`config.mk`:
```
export PLATFORM = sky130hd
export DESIGN_NAME = bus_arbiter_rr
export DESIGN_NICKNAME = d
export VERILOG_FILES = /design/src/rtl/arvi_bus_pkg.sv /design/src/rtl/bus_arbiter_rr_picker.sv /design/src/rtl/bus_arbiter_rr.sv
export SDC_FILE = /design/constraint.sdc
export NUM_CORES = 1
export LEC_CHECK = 0
export ABC_AREA = 1
export ABC_CLOCK_PERIOD_IN_PS = 2000
export CORE_AREA = 2 2 177 179
export CTS_CLUSTER_SIZE = 25
export DETAILED_ROUTE_END_ITERATION = 10
export DIE_AREA = 0 0 179 181
export SETUP_SLACK_MARGIN = 0.2
export SLEW_MARGIN = 20
export SYNTH_ARGS = -nofsm -noshare
export SYNTH_HDL_FRONTEND = slang
export SYNTH_HIERARCHICAL = 1
export SYNTH_SLANG_ARGS = --single-unit
```
`constraint.sdc`:
```
create_clock -name i_clk -period 2 [get_ports i_clk]
set_input_delay 0.2 -clock i_clk [delete_from_list [all_inputs] [get_ports i_clk]]
set_output_delay 0.2 -clock i_clk [all_outputs]
set_load 0.05 [all_outputs]
```
`src/rtl/arvi_bus_pkg.sv`:
```
// Shared types and constants for the round-robin bus arbiter.
//   arb_state_t : arbiter FSM encoding
//   OP_W        : default atomic opcode width
//   BYTE_EN_W   : byte-enable width per master
//   slice_lo()  : low bit index of lane idx in a packed per-master bus
package arvi_bus_pkg;

  typedef enum logic [1:0] {
    IDLE    = 2'd0,
    GRANT   = 2'd1,
    RELEASE = 2'd2,
    LOCKED  = 2'd3
  } arb_state_t;

  localparam int unsigned OP_W      = 7;
  localparam int unsigned BYTE_EN_W = 4;

  function automatic int unsigned slice_lo(input int unsigned idx, input int unsigned width);
    return idx * width;
  endfunction

endpackage

```
`src/rtl/bus_arbiter_rr_picker.sv`:
```
// Combinational round-robin picker: first requester at or after ptr, wrapping.
//   req     : request vector
//   ptr     : index of highest-priority requester
//   gnt_c   : one-hot selection
//   idx_c   : binary index of selection
//   valid_c : at least one request present
module rr_picker
  import arvi_bus_pkg::*;
#(
  parameter int unsigned N  = 4,
  localparam int unsigned IW = (N > 1) ? $clog2(N) : 1
) (
  input  logic [N-1:0]  req,
  input  logic [IW-1:0] ptr,
  output logic [N-1:0]  gnt_c,
  output logic [IW-1:0] idx_c,
  output logic          valid_c
);

  // (ptr + off) mod N, with off < N so a single subtract suffices
  function automatic logic [IW-1:0] rot(input logic [IW-1:0] p, input int unsigned off);
    int unsigned sum;
    sum = 32'(p) + off;
    if (sum >= N) sum = sum - N;
    return IW'(sum);
  endfunction

  // Scan farthest-to-nearest so the nearest requester to ptr wins
  always_comb begin
    idx_c   = '0;
    valid_c = 1'b0;
    for (int i = int'(N) - 1; i >= 0; i--) begin
      if (req[rot(ptr, 32'(i))]) begin
        idx_c   = rot(ptr, 32'(i));
        valid_c = 1'b1;
      end
    end
    gnt_c = valid_c ? (N'(1) << idx_c) : '0;
  end

endmodule

```
`src/rtl/bus_arbiter_rr.sv`:
```
// N-master round-robin arbiter in front of a single memory controller port.
// FSM IDLE -> GRANT -> RELEASE -> IDLE; grant/ID registered, payload muxed
// combinationally from the granted master, ack routed back in the ack cycle.
// Optional build macro ARB_LOCK_EN adds i_m_lock and a LOCKED state that keeps
// the same master granted across back-to-back atomic transactions.
// Ports:
//   i_clk, i_rst_n        : clock, async active-low reset
//   i_m_*                 : packed per-master requests/payloads (lane k at k*W)
//   o_m_ack, o_m_rd_data  : one-hot ack to granted master, broadcast read data
//   i_ack, i_rd_data      : memory controller response
//   o_bus_en .. o_operation : request to memory controller
//   o_id                  : index of granted master
module bus_arbiter_rr
  import arvi_bus_pkg::*;
#(
  parameter int unsigned N_MASTERS = 4,
  parameter int unsigned XLEN      = 32,
  parameter int unsigned OP_W      = arvi_bus_pkg::OP_W,
  localparam int unsigned ID_W     = (N_MASTERS > 1) ? $clog2(N_MASTERS) : 1,
  localparam int unsigned BE_W     = arvi_bus_pkg::BYTE_EN_W
) (
  input  logic                        i_clk,
  input  logic                        i_rst_n,
  input  logic [N_MASTERS-1:0]        i_m_bus_en,
  input  logic [N_MASTERS-1:0]        i_m_wr_en,
  input  logic [N_MASTERS*XLEN-1:0]   i_m_wr_data,
  input  logic [N_MASTERS*XLEN-1:0]   i_m_addr,
  input  logic [N_MASTERS*BE_W-1:0]   i_m_byte_en,
  input  logic [N_MASTERS-1:0]        i_m_atomic,
  input  logic [N_MASTERS*OP_W-1:0]   i_m_operation,
`ifdef ARB_LOCK_EN
  input  logic [N_MASTERS-1:0]        i_m_lock,
`endif
  output logic [N_MASTERS-1:0]        o_m_ack,
  output logic [XLEN-1:0]             o_m_rd_data,
  input  logic                        i_ack,
  input  logic [XLEN-1:0]             i_rd_data,
  output logic                        o_bus_en,
  output logic                        o_wr_en,
  output logic [XLEN-1:0]             o_wr_data,
  output logic [XLEN-1:0]             o_addr,
  output logic [BE_W-1:0]             o_byte_en,
  output logic                        o_atomic,
  output logic [OP_W-1:0]             o_operation,
  output logic [ID_W-1:0]             o_id
);

  arb_state_t             state_q, state_d;
  logic [ID_W-1:0]        grant_q, grant_d;
  logic [N_MASTERS-1:0]   gnt_oh_q, gnt_oh_d;
  logic [ID_W-1:0]        ptr_q, ptr_d;
  logic                   bus_en_q;
  logic [ID_W-1:0]        ptr_next_c;
  logic                   lock_cur_c;

  logic [N_MASTERS-1:0]   pick_gnt_c;
  logic [ID_W-1:0]        pick_idx_c;
  logic                   pick_valid_c;

  // Per-master payload lanes unpacked for indexing by grant
  logic [XLEN-1:0]        wr_data_arr [N_MASTERS];
  logic [XLEN-1:0]        addr_arr    [N_MASTERS];
  logic [BE_W-1:0]        byte_en_arr [N_MASTERS];
  logic [OP_W-1:0]        op_arr      [N_MASTERS];

  for (genvar k = 0; k < int'(N_MASTERS); k++) begin : g_lane
    assign wr_data_arr[k] = i_m_wr_data[slice_lo(k, XLEN) +: XLEN];
    assign addr_arr[k]    = i_m_addr[slice_lo(k, XLEN) +: XLEN];
    assign byte_en_arr[k] = i_m_byte_en[slice_lo(k, BE_W) +: BE_W];
    assign op_arr[k]      = i_m_operation[slice_lo(k, OP_W) +: OP_W];
  end

  rr_picker #(.N(N_MASTERS)) u_picker (
    .req     (i_m_bus_en),
    .ptr     (ptr_q),
    .gnt_c   (pick_gnt_c),
    .idx_c   (pick_idx_c),
    .valid_c (pick_valid_c)
  );

  // Priority moves to the master just after the one that completed
  assign ptr_next_c = (grant_q == ID_W'(N_MASTERS - 1)) ? '0 : grant_q + ID_W'(1);

`ifdef ARB_LOCK_EN
  assign lock_cur_c = i_m_lock[grant_q];
`else
  assign lock_cur_c = 1'b0;
`endif

  // State register
  always_ff @(posedge i_clk or negedge i_rst_n) begin
    if (!i_rst_n) begin
      state_q  <= IDLE;
      grant_q  <= '0;
      gnt_oh_q <= '0;
      ptr_q    <= '0;
      bus_en_q <= 1'b0;
    end else begin
      state_q  <= state_d;
      grant_q  <= grant_d;
      gnt_oh_q <= gnt_oh_d;
      ptr_q    <= ptr_d;
      bus_en_q <= (state_d == GRANT);
    end
  end

  // Next-state, grant and pointer update; ack routing
  always_comb begin
    state_d  = state_q;
    grant_d  = grant_q;
    gnt_oh_d = gnt_oh_q;
    ptr_d    = ptr_q;
    o_m_ack  = '0;
    unique case (state_q)
      IDLE: begin
        if (pick_valid_c) begin
          grant_d  = pick_idx_c;
          gnt_oh_d = pick_gnt_c;
          state_d  = GRANT;
        end
      end
      GRANT: begin
        if (i_ack) begin
          o_m_ack = gnt_oh_q;
          if (lock_cur_c) begin
            state_d = LOCKED;
          end else begin
            state_d = RELEASE;
            ptr_d   = ptr_next_c;
          end
        end
      end
      RELEASE: begin
        state_d = IDLE;
      end
`ifdef ARB_LOCK_EN
      LOCKED: begin
        if (!lock_cur_c) begin
          state_d = RELEASE;
          ptr_d   = ptr_next_c;
        end else if (i_m_bus_en[grant_q]) begin
          state_d = GRANT;
        end
      end
`endif
      default: begin
        state_d = IDLE;
      end
    endcase
  end

  assign o_bus_en    = bus_en_q;
  assign o_id        = grant_q;
  assign o_m_rd_data = i_rd_data;
  assign o_wr_en     = i_m_wr_en[grant_q];
  assign o_wr_data   = wr_data_arr[grant_q];
  assign o_addr      = addr_arr[grant_q];
  assign o_byte_en   = byte_en_arr[grant_q];
  assign o_atomic    = i_m_atomic[grant_q];
  assign o_operation = op_arr[grant_q];

endmodule

```
==> results of run 1 <==
metrics by stage:
step	hold WS (ps)	util [%]	std cells	power, uW	worst slack, ps
2_1_floorplan	-95.6	-	1048	7590	276
3_3_place_gp	400	31.7	1768	13600	342
3_5_place_dp	400	31.7	1768	13600	260
4_1_cts	310	32.7	1781	14700	150
5_1_grt	339	35.6	1799	17000	87.7
6_report	296	35.6	1800	16200	128
how the worst min path moves through the flow:
| stage | from | endpoint | slack, ps | cells past startpoint |
|---|---|---|---|---|
| 6_report | i_rst_n | ptr_q[1]$_DFFE_PN0P_ | 300 | 1 |
| 5_1_grt | i_rst_n | ptr_q[1]$_DFFE_PN0P_ | 340 | 1 |
| 4_1_cts | i_rst_n | ptr_q[1]$_DFFE_PN0P_ | 310 | 1 |
| 3_5_place_dp | i_rd_data[14] | o_m_rd_data[14] | 400 | 0 |
| 3_3_place_gp | i_rd_data[14] | o_m_rd_data[14] | 400 | 0 |
| 2_1_floorplan | i_rst_n | gnt_oh_q[0]$_DFFE_PN0P_ | -100 | 0 |
repair_timing:
action,4_1_cts,5_1_grt
gates resized for setup,17,149
cloned,5,17
endpoints found under the hold margin,0,0
endpoints found under the setup margin,59,85
buffers inserted,4,1
pin swaps,0,29
logic make-up after synthesis:
| logic type | after synthesis | synth area share [%] |
|---|---|---|
| compound gates | 4 | 0.434 |
| fa+ha+maj | 1 | 0.271 |
| buf+inv | 408 | 37.1 |
| flops | 11 | 5.97 |
| simple gates | 624 | 56.3 |
area by class of cell:
class,instances,area [um^2]
diodes,1,2.50
clock buffers,4,78.8
fillers,3261,19500
inverters,324,1230
multi-input cells,629,3140
flip-flops and latches,11,284
well taps,396,495
repair buffers,435,5570
worst max-delay path: cells and delay by family (launching register included):
family | cells | cell delay [ps]
DFF | 1 | 570
buffers and inverters | 4 | 600
and+or+nand+nor | 3 | 250
registers in the layout, summed over array words and instances (netlist names):
| register | count |
|---|---|
| ptr_q | 2 |
| o_id | 2 |
| gnt_oh_q | 4 |
| state_q | 2 |
| o_bus_en | 1 |
power breakdown:
| group | internal [uW] | switching [uW] |
|---|---|---|
| Combinational | 6760 | 8560 |
| Clock | 268 | 97.8 |
| Sequential | 334 | 161 |
cell usage in the layout (no fill, tap or decap), types with 3 or more instances in the layout:
| cell | netlist | routed |
|---|---|---|
| clkbuf_16 | 0 | 13 |
| buf_12 | 0 | 90 |
| dfrtp_1 | 11 | 8 |
| nand3_2 | 1 | 52 |
| inv_1 | 320 | 320 |
| buf_16 | 0 | 9 |
| nand2_1 | 428 | 337 |
| nand2_2 | 12 | 98 |
| clkdlybuf4s50_1 | 0 | 315 |
| buf_4 | 35 | 3 |
| buf_6 | 1 | 6 |
| nand2_4 | 0 | 5 |
| nand3_1 | 168 | 117 |
| nor2_1 | 12 | 12 |
per-layer routing:
| metal | share of wire, % | vias to the layer above |
|---|---|---|
| met3 | 8.3 | 30 |
| met1 | 41 | 3197 |
| met4 | 2.2 | 0 |
| li1 | - | 3644 |
| met5 | 0 | - |
| met2 | 49 | 304 |
==> results.sh, run 1 <==
export IMPL_hp_class="primary input to async pin"
export IMPL_drt_first_pass_iters=4
export IMPL_worstPathRequired_ps=1800
export IMPL_cts_root_buf="clkbuf_16"
export IMPL_antenna_found_initial=1
export IMPL_dpl_cell_area_um2=9610
export IMPL_die_w_um=179
export IMPL_ant_nets=0
export IMPL_ys_async_sr_fraction_pct=100
export IMPL_r2r_start="ptr_q[0]$_DFFE_PN0P_"
export IMPL_met3_usage_pct=2.88
export IMPL_cts_buffer_depth=2
export IMPL_crit_slowest_cell="dfrtp_4"
export IMPL_power_leakage_uw=0.00594
export IMPL_vias_per_cell=3.99
export IMPL_cts_tree="built"
export IMPL_drtIter0Drc=332
export IMPL_synth_common_cells="nand2_1 (428), inv_1 (320), nand3_1 (168)"
export IMPL_ys_ff_latch=11
export IMPL_fin_skew_ps=1.43
export IMPL_core_area_um2=30300
export IMPL_synth_edf_count=0
export IMPL_crit_start="o_id[0]$_DFFE_PN0P_"
export IMPL_clock_sinks=11
export IMPL_r2r_cells=7
export IMPL_drc=0
export IMPL_vias=7175
export IMPL_reg2reg_slack_ps=390
export IMPL_crit_path_end_kind="output port"
export IMPL_grt_setup_unrepaired="true"
export IMPL_synthesis_nets=1396
export IMPL_max_slew_margin_pct=63.9
export IMPL_period_share_pct=93.6
export IMPL_cts_made_buffers=3
export IMPL_crit_top_cell="buf_12"
export IMPL_io_buffers=398
export IMPL_rr_endpoint="state_q[0]$_DFF_PN0_"
export IMPL_grt_pass1_vias=6439
export IMPL_critical_path_class="flip-flop to output port"
export IMPL_io_pins=463
export IMPL_grt_busiest_layer="met2"
export IMPL_final_cell_area_um2=10800
export IMPL_start_util_pct=15.2
export IMPL_nNetsFinal=1752
export IMPL_critPathMaxStageDelay_ps=570
export IMPL_fmax_ghz=0.534
export IMPL_maxSlewViolCount=0
export IMPL_gp_congestion=0.850
export IMPL_use_met1_pct=16.6
export IMPL_critPathLaunchType="flip-flop"
export IMPL_hold_buffers=0
export IMPL_status="complete, no violations"
export IMPL_drive_above_1_share_pct=20.5
export IMPL_rows=64
export IMPL_hpwl_um=17800
export IMPL_yosys_warnings=6
export IMPL_period_minus_slack_ps=1870
export IMPL_die_h_um=181
export IMPL_grt_max_degree=67
export IMPL_powerDensity_nw_per_um2=1500
export IMPL_max_cap_viol_count=0
export IMPL_dieArea_um2=32400
export IMPL_synth_cell_types=19
export IMPL_hold_viol=0
export IMPL_tns_ps=0
export IMPL_cts_max_level=1
export IMPL_irDropWorstVdd_uv=777
export IMPL_globalRouteTotalUtil_pct=13.7
export IMPL_grt_pass1_wl_um=35200
export IMPL_grt_overflow=0
export IMPL_synthTopCellsByArea="nand2_1 (35%), inv_1 (26%), nand3_1 (18%), dfrtp_1 (6.0%), buf_4 (5.7%)"
export IMPL_syn2layout_area_growth_pct=134
export IMPL_avgSynthCellArea_um2=4.40
export IMPL_yosys_most_used_dff="dfrtp_1"
export IMPL_seq_area_frac_synth_pct=5.97
export IMPL_synth_largest_area_cell="nand2_1"
export IMPL_tightest_slew_ps=539
export IMPL_cp_arrival_ps=1670
export IMPL_drt_wirelength_per_cell_um=15.0
export IMPL_met2_usage_pct=24.4
export IMPL_setup_viol=0
export IMPL_worst_path_max_fanout=8
export IMPL_endpoint="o_wr_data[22]"
export IMPL_synth_top_area_share_pct=34.8
export IMPL_crit_path_cell_trace="inv_12 -> buf_12 -> buf_12 -> nand2_1 -> nand3_1 -> nand2_2 -> buf_12"
export IMPL_postSynthCellCount=1048
export IMPL_synth_most_common_cell="nand2_1"
export IMPL_clkLatencyLatePin_ps=240
export IMPL_wl_um=27000
export IMPL_path_clk_slew_ps=40
export IMPL_synth_area_um2=4610
Note: power is estimated with default switching activity, not from simulation.
==> run 2: changes to the inputs <==
--- a/config.mk
+++ b/config.mk
@@ -8,7 +8,7 @@
 export ABC_AREA = 1
 export ABC_CLOCK_PERIOD_IN_PS = 2000
 export CORE_AREA = 2 2 177 179
-export CTS_CLUSTER_SIZE = 25
+export CTS_CLUSTER_SIZE = 10
 export DETAILED_ROUTE_END_ITERATION = 10
 export DIE_AREA = 0 0 179 181
 export SETUP_SLACK_MARGIN = 0.2
==> results of run 2 <==
Same layout as run 1: the final DEF is identical, and so are final timing and power.
==> run 3: changes to the inputs <==
--- a/config.mk
+++ b/config.mk
@@ -11,6 +11,7 @@
 export CTS_CLUSTER_SIZE = 10
 export DETAILED_ROUTE_END_ITERATION = 10
 export DIE_AREA = 0 0 179 181
+export RECOVER_POWER = 25
 export SETUP_SLACK_MARGIN = 0.2
 export SLEW_MARGIN = 20
 export SYNTH_ARGS = -nofsm -noshare
==> run 3 against run 2 <==
Sequential power about the same. Clock skew is the same. Maximum frequency did not move. Sequential share of layout area did not move. Hold slack better by 70 ps. Critical path type unchanged.
==> results.sh, run 3 (synthesized netlist as in run 1, its figures left out) <==
export IMPL_status="complete, no violations"
export IMPL_drc=0
export IMPL_use_met1_pct=16.6
export IMPL_final_cell_mix="nand2_1 (337), inv_1 (320), clkdlybuf4s50_1 (314), nand3_1 (117), nand2_2 (98)"
export IMPL_worstPathRequired_ps=1800
export IMPL_rows=64
export IMPL_ant_nets=0
export IMPL_cts_root_buf="clkbuf_16"
export IMPL_reg2reg_slack_ps=390
export IMPL_cts_made_buffers=3
export IMPL_r2r_start="ptr_q[0]$_DFFE_PN0P_"
export IMPL_worst_path_max_fanout=8
export IMPL_wl_um=27000
export IMPL_cts_max_level=1
export IMPL_met2_usage_pct=24.4
export IMPL_vias_per_cell=3.99
export IMPL_cp_arrival_ps=1670
export IMPL_path_clk_slew_ps=40
export IMPL_clkLatencyLatePin_ps=240
export IMPL_power_leakage_uw=0.00594
export IMPL_fin_skew_ps=1.43
export IMPL_crit_path_end_kind="output port"
export IMPL_cts_buffer_depth=2
export IMPL_die_w_um=179
export IMPL_final_common_cell="nand2_1"
export IMPL_tightest_slew_ps=539
export IMPL_vias=7175
export IMPL_grt_pass1_wl_um=35200
export IMPL_r2r_cells=7
export IMPL_setup_viol=0
export IMPL_period_share_pct=93.6
export IMPL_grt_overflow=0
export IMPL_grt_setup_unrepaired="true"
export IMPL_cts_tree="built"
export IMPL_largest_register_ffs=4
export IMPL_antenna_found_initial=1
export IMPL_dp_slack_ps=260
export IMPL_io_buffers=398
export IMPL_hold_slack_ps=366
export IMPL_fmax_ghz=0.534
export IMPL_powerDensity_nw_per_um2=1500
export IMPL_maxSlewViolCount=0
export IMPL_tns_ps=0
export IMPL_core_area_um2=30300
export IMPL_timing_final_ws_setup_ps=128
export IMPL_drt_wirelength_per_cell_um=15.0
export IMPL_drt_first_pass_iters=4
export IMPL_drive_above_1_share_pct=20.5
export IMPL_top_register="gnt_oh_q"
export IMPL_drtIter0Drc=332
export IMPL_syn2layout_area_growth_pct=134
export IMPL_period_minus_slack_ps=1870
export IMPL_max_cap_viol_count=0
export IMPL_globalRouteTotalUtil_pct=13.7
export IMPL_start_util_pct=15.2
export IMPL_grt_max_degree=67
export IMPL_irDropWorstVdd_uv=777
export IMPL_hold_viol=0
export IMPL_critical_path_class="flip-flop to output port"
export IMPL_nNetsFinal=1752
export IMPL_gp_congestion=0.850
export IMPL_max_slew_margin_pct=63.9
export IMPL_grt_busiest_layer="met2"
export IMPL_hold_buffers=0
export IMPL_clock_sinks=11
export IMPL_hp_class="primary input to async pin"
export IMPL_rr_endpoint="state_q[0]$_DFF_PN0_"
export IMPL_dieArea_um2=32400
export IMPL_grt_pass1_vias=6439
export IMPL_hpwl_um=17800
export IMPL_io_pins=463
export IMPL_critPathLaunchType="flip-flop"
export IMPL_nFillCells=3261
export IMPL_multi_input_area_um2=3140
export IMPL_die_h_um=181
export IMPL_area_sequential_um2=284
export IMPL_met3_usage_pct=2.88
-- run 3: cell types whose count changed in the layout (fill, tap and decap cells not counted) --
cell and delta:
clkdlybuf4s50_1 -1, dlygate4sd3_1 +1
-- run 3: report_power, final --
group          switching [uW]  internal, uW
Clock                    97.8           268
Sequential                161           334
Combinational            8560          6760
Total                    8820          7360
-- run 3: routing by layer --
metal,vias to the layer above,wire length (um),part of all wire (%)
li1,3644,-,-
met1,3197,11000,41
met2,304,13200,49
met3,30,2230,8.3
met4,0,584,2.2
met5,-,0,0
-- run 3: what timing repair did --
item                                    CTS  global route
pin swaps                                 0            29
gates cloned                              5            17
endpoints found under the hold margin     0             0
buffers inserted                          4             1
resized for setup                        17           149
endpoints found under the setup margin   59            85
-- run 3: critical path, stage by stage, from the launching register on --
cell,delay (ps)
dfrtp_4,570
inv_12,150
buf_12,160
buf_12,140
nand2_1,60
nand3_1,110
nand2_2,80
buf_12,150
-- run 3: area by class of cell --
cell class,instances,share of cell area [%]
clock buffer,4,0.730
timing repair buffer,435,51.6
sequential,11,2.63
multi-input combinational,629,29.0
tap,396,4.59
antenna,1,0.0232
inverter,324,11.4
-- run 3: stage by stage --
stage | instances | area (um^2) | power (uW) | util, %
after floorplan | 1048 | 4620 | 7590 | -
after global placement | 1768 | 9610 | 13600 | 31.7
after detailed placement | 1768 | 9610 | 13600 | 31.7
after CTS | 1781 | 9930 | 14700 | 32.7
after global routing | 1799 | 10800 | 17000 | 35.6
final | 1800 | 10800 | 16200 | 35.6
-- run 3: worst max path at each step --
stage	startpoint	end	slack, ps	depth (start not counted)
after floorplan	o_id[1]$_DFFE_PN0P_	o_addr[21]	280	5
after global placement	i_m_bus_en[3]	o_bus_en$_DFF_PN0_	340	9
after detailed placement	i_m_bus_en[1]	state_q[0]$_DFF_PN0_	260	9
after CTS	o_id[0]$_DFFE_PN0P_	o_wr_data[4]	150	7
after global routing	o_id[0]$_DFFE_PN0P_	o_wr_data[22]	90	7
final	o_id[0]$_DFFE_PN0P_	o_wr_data[22]	130	7
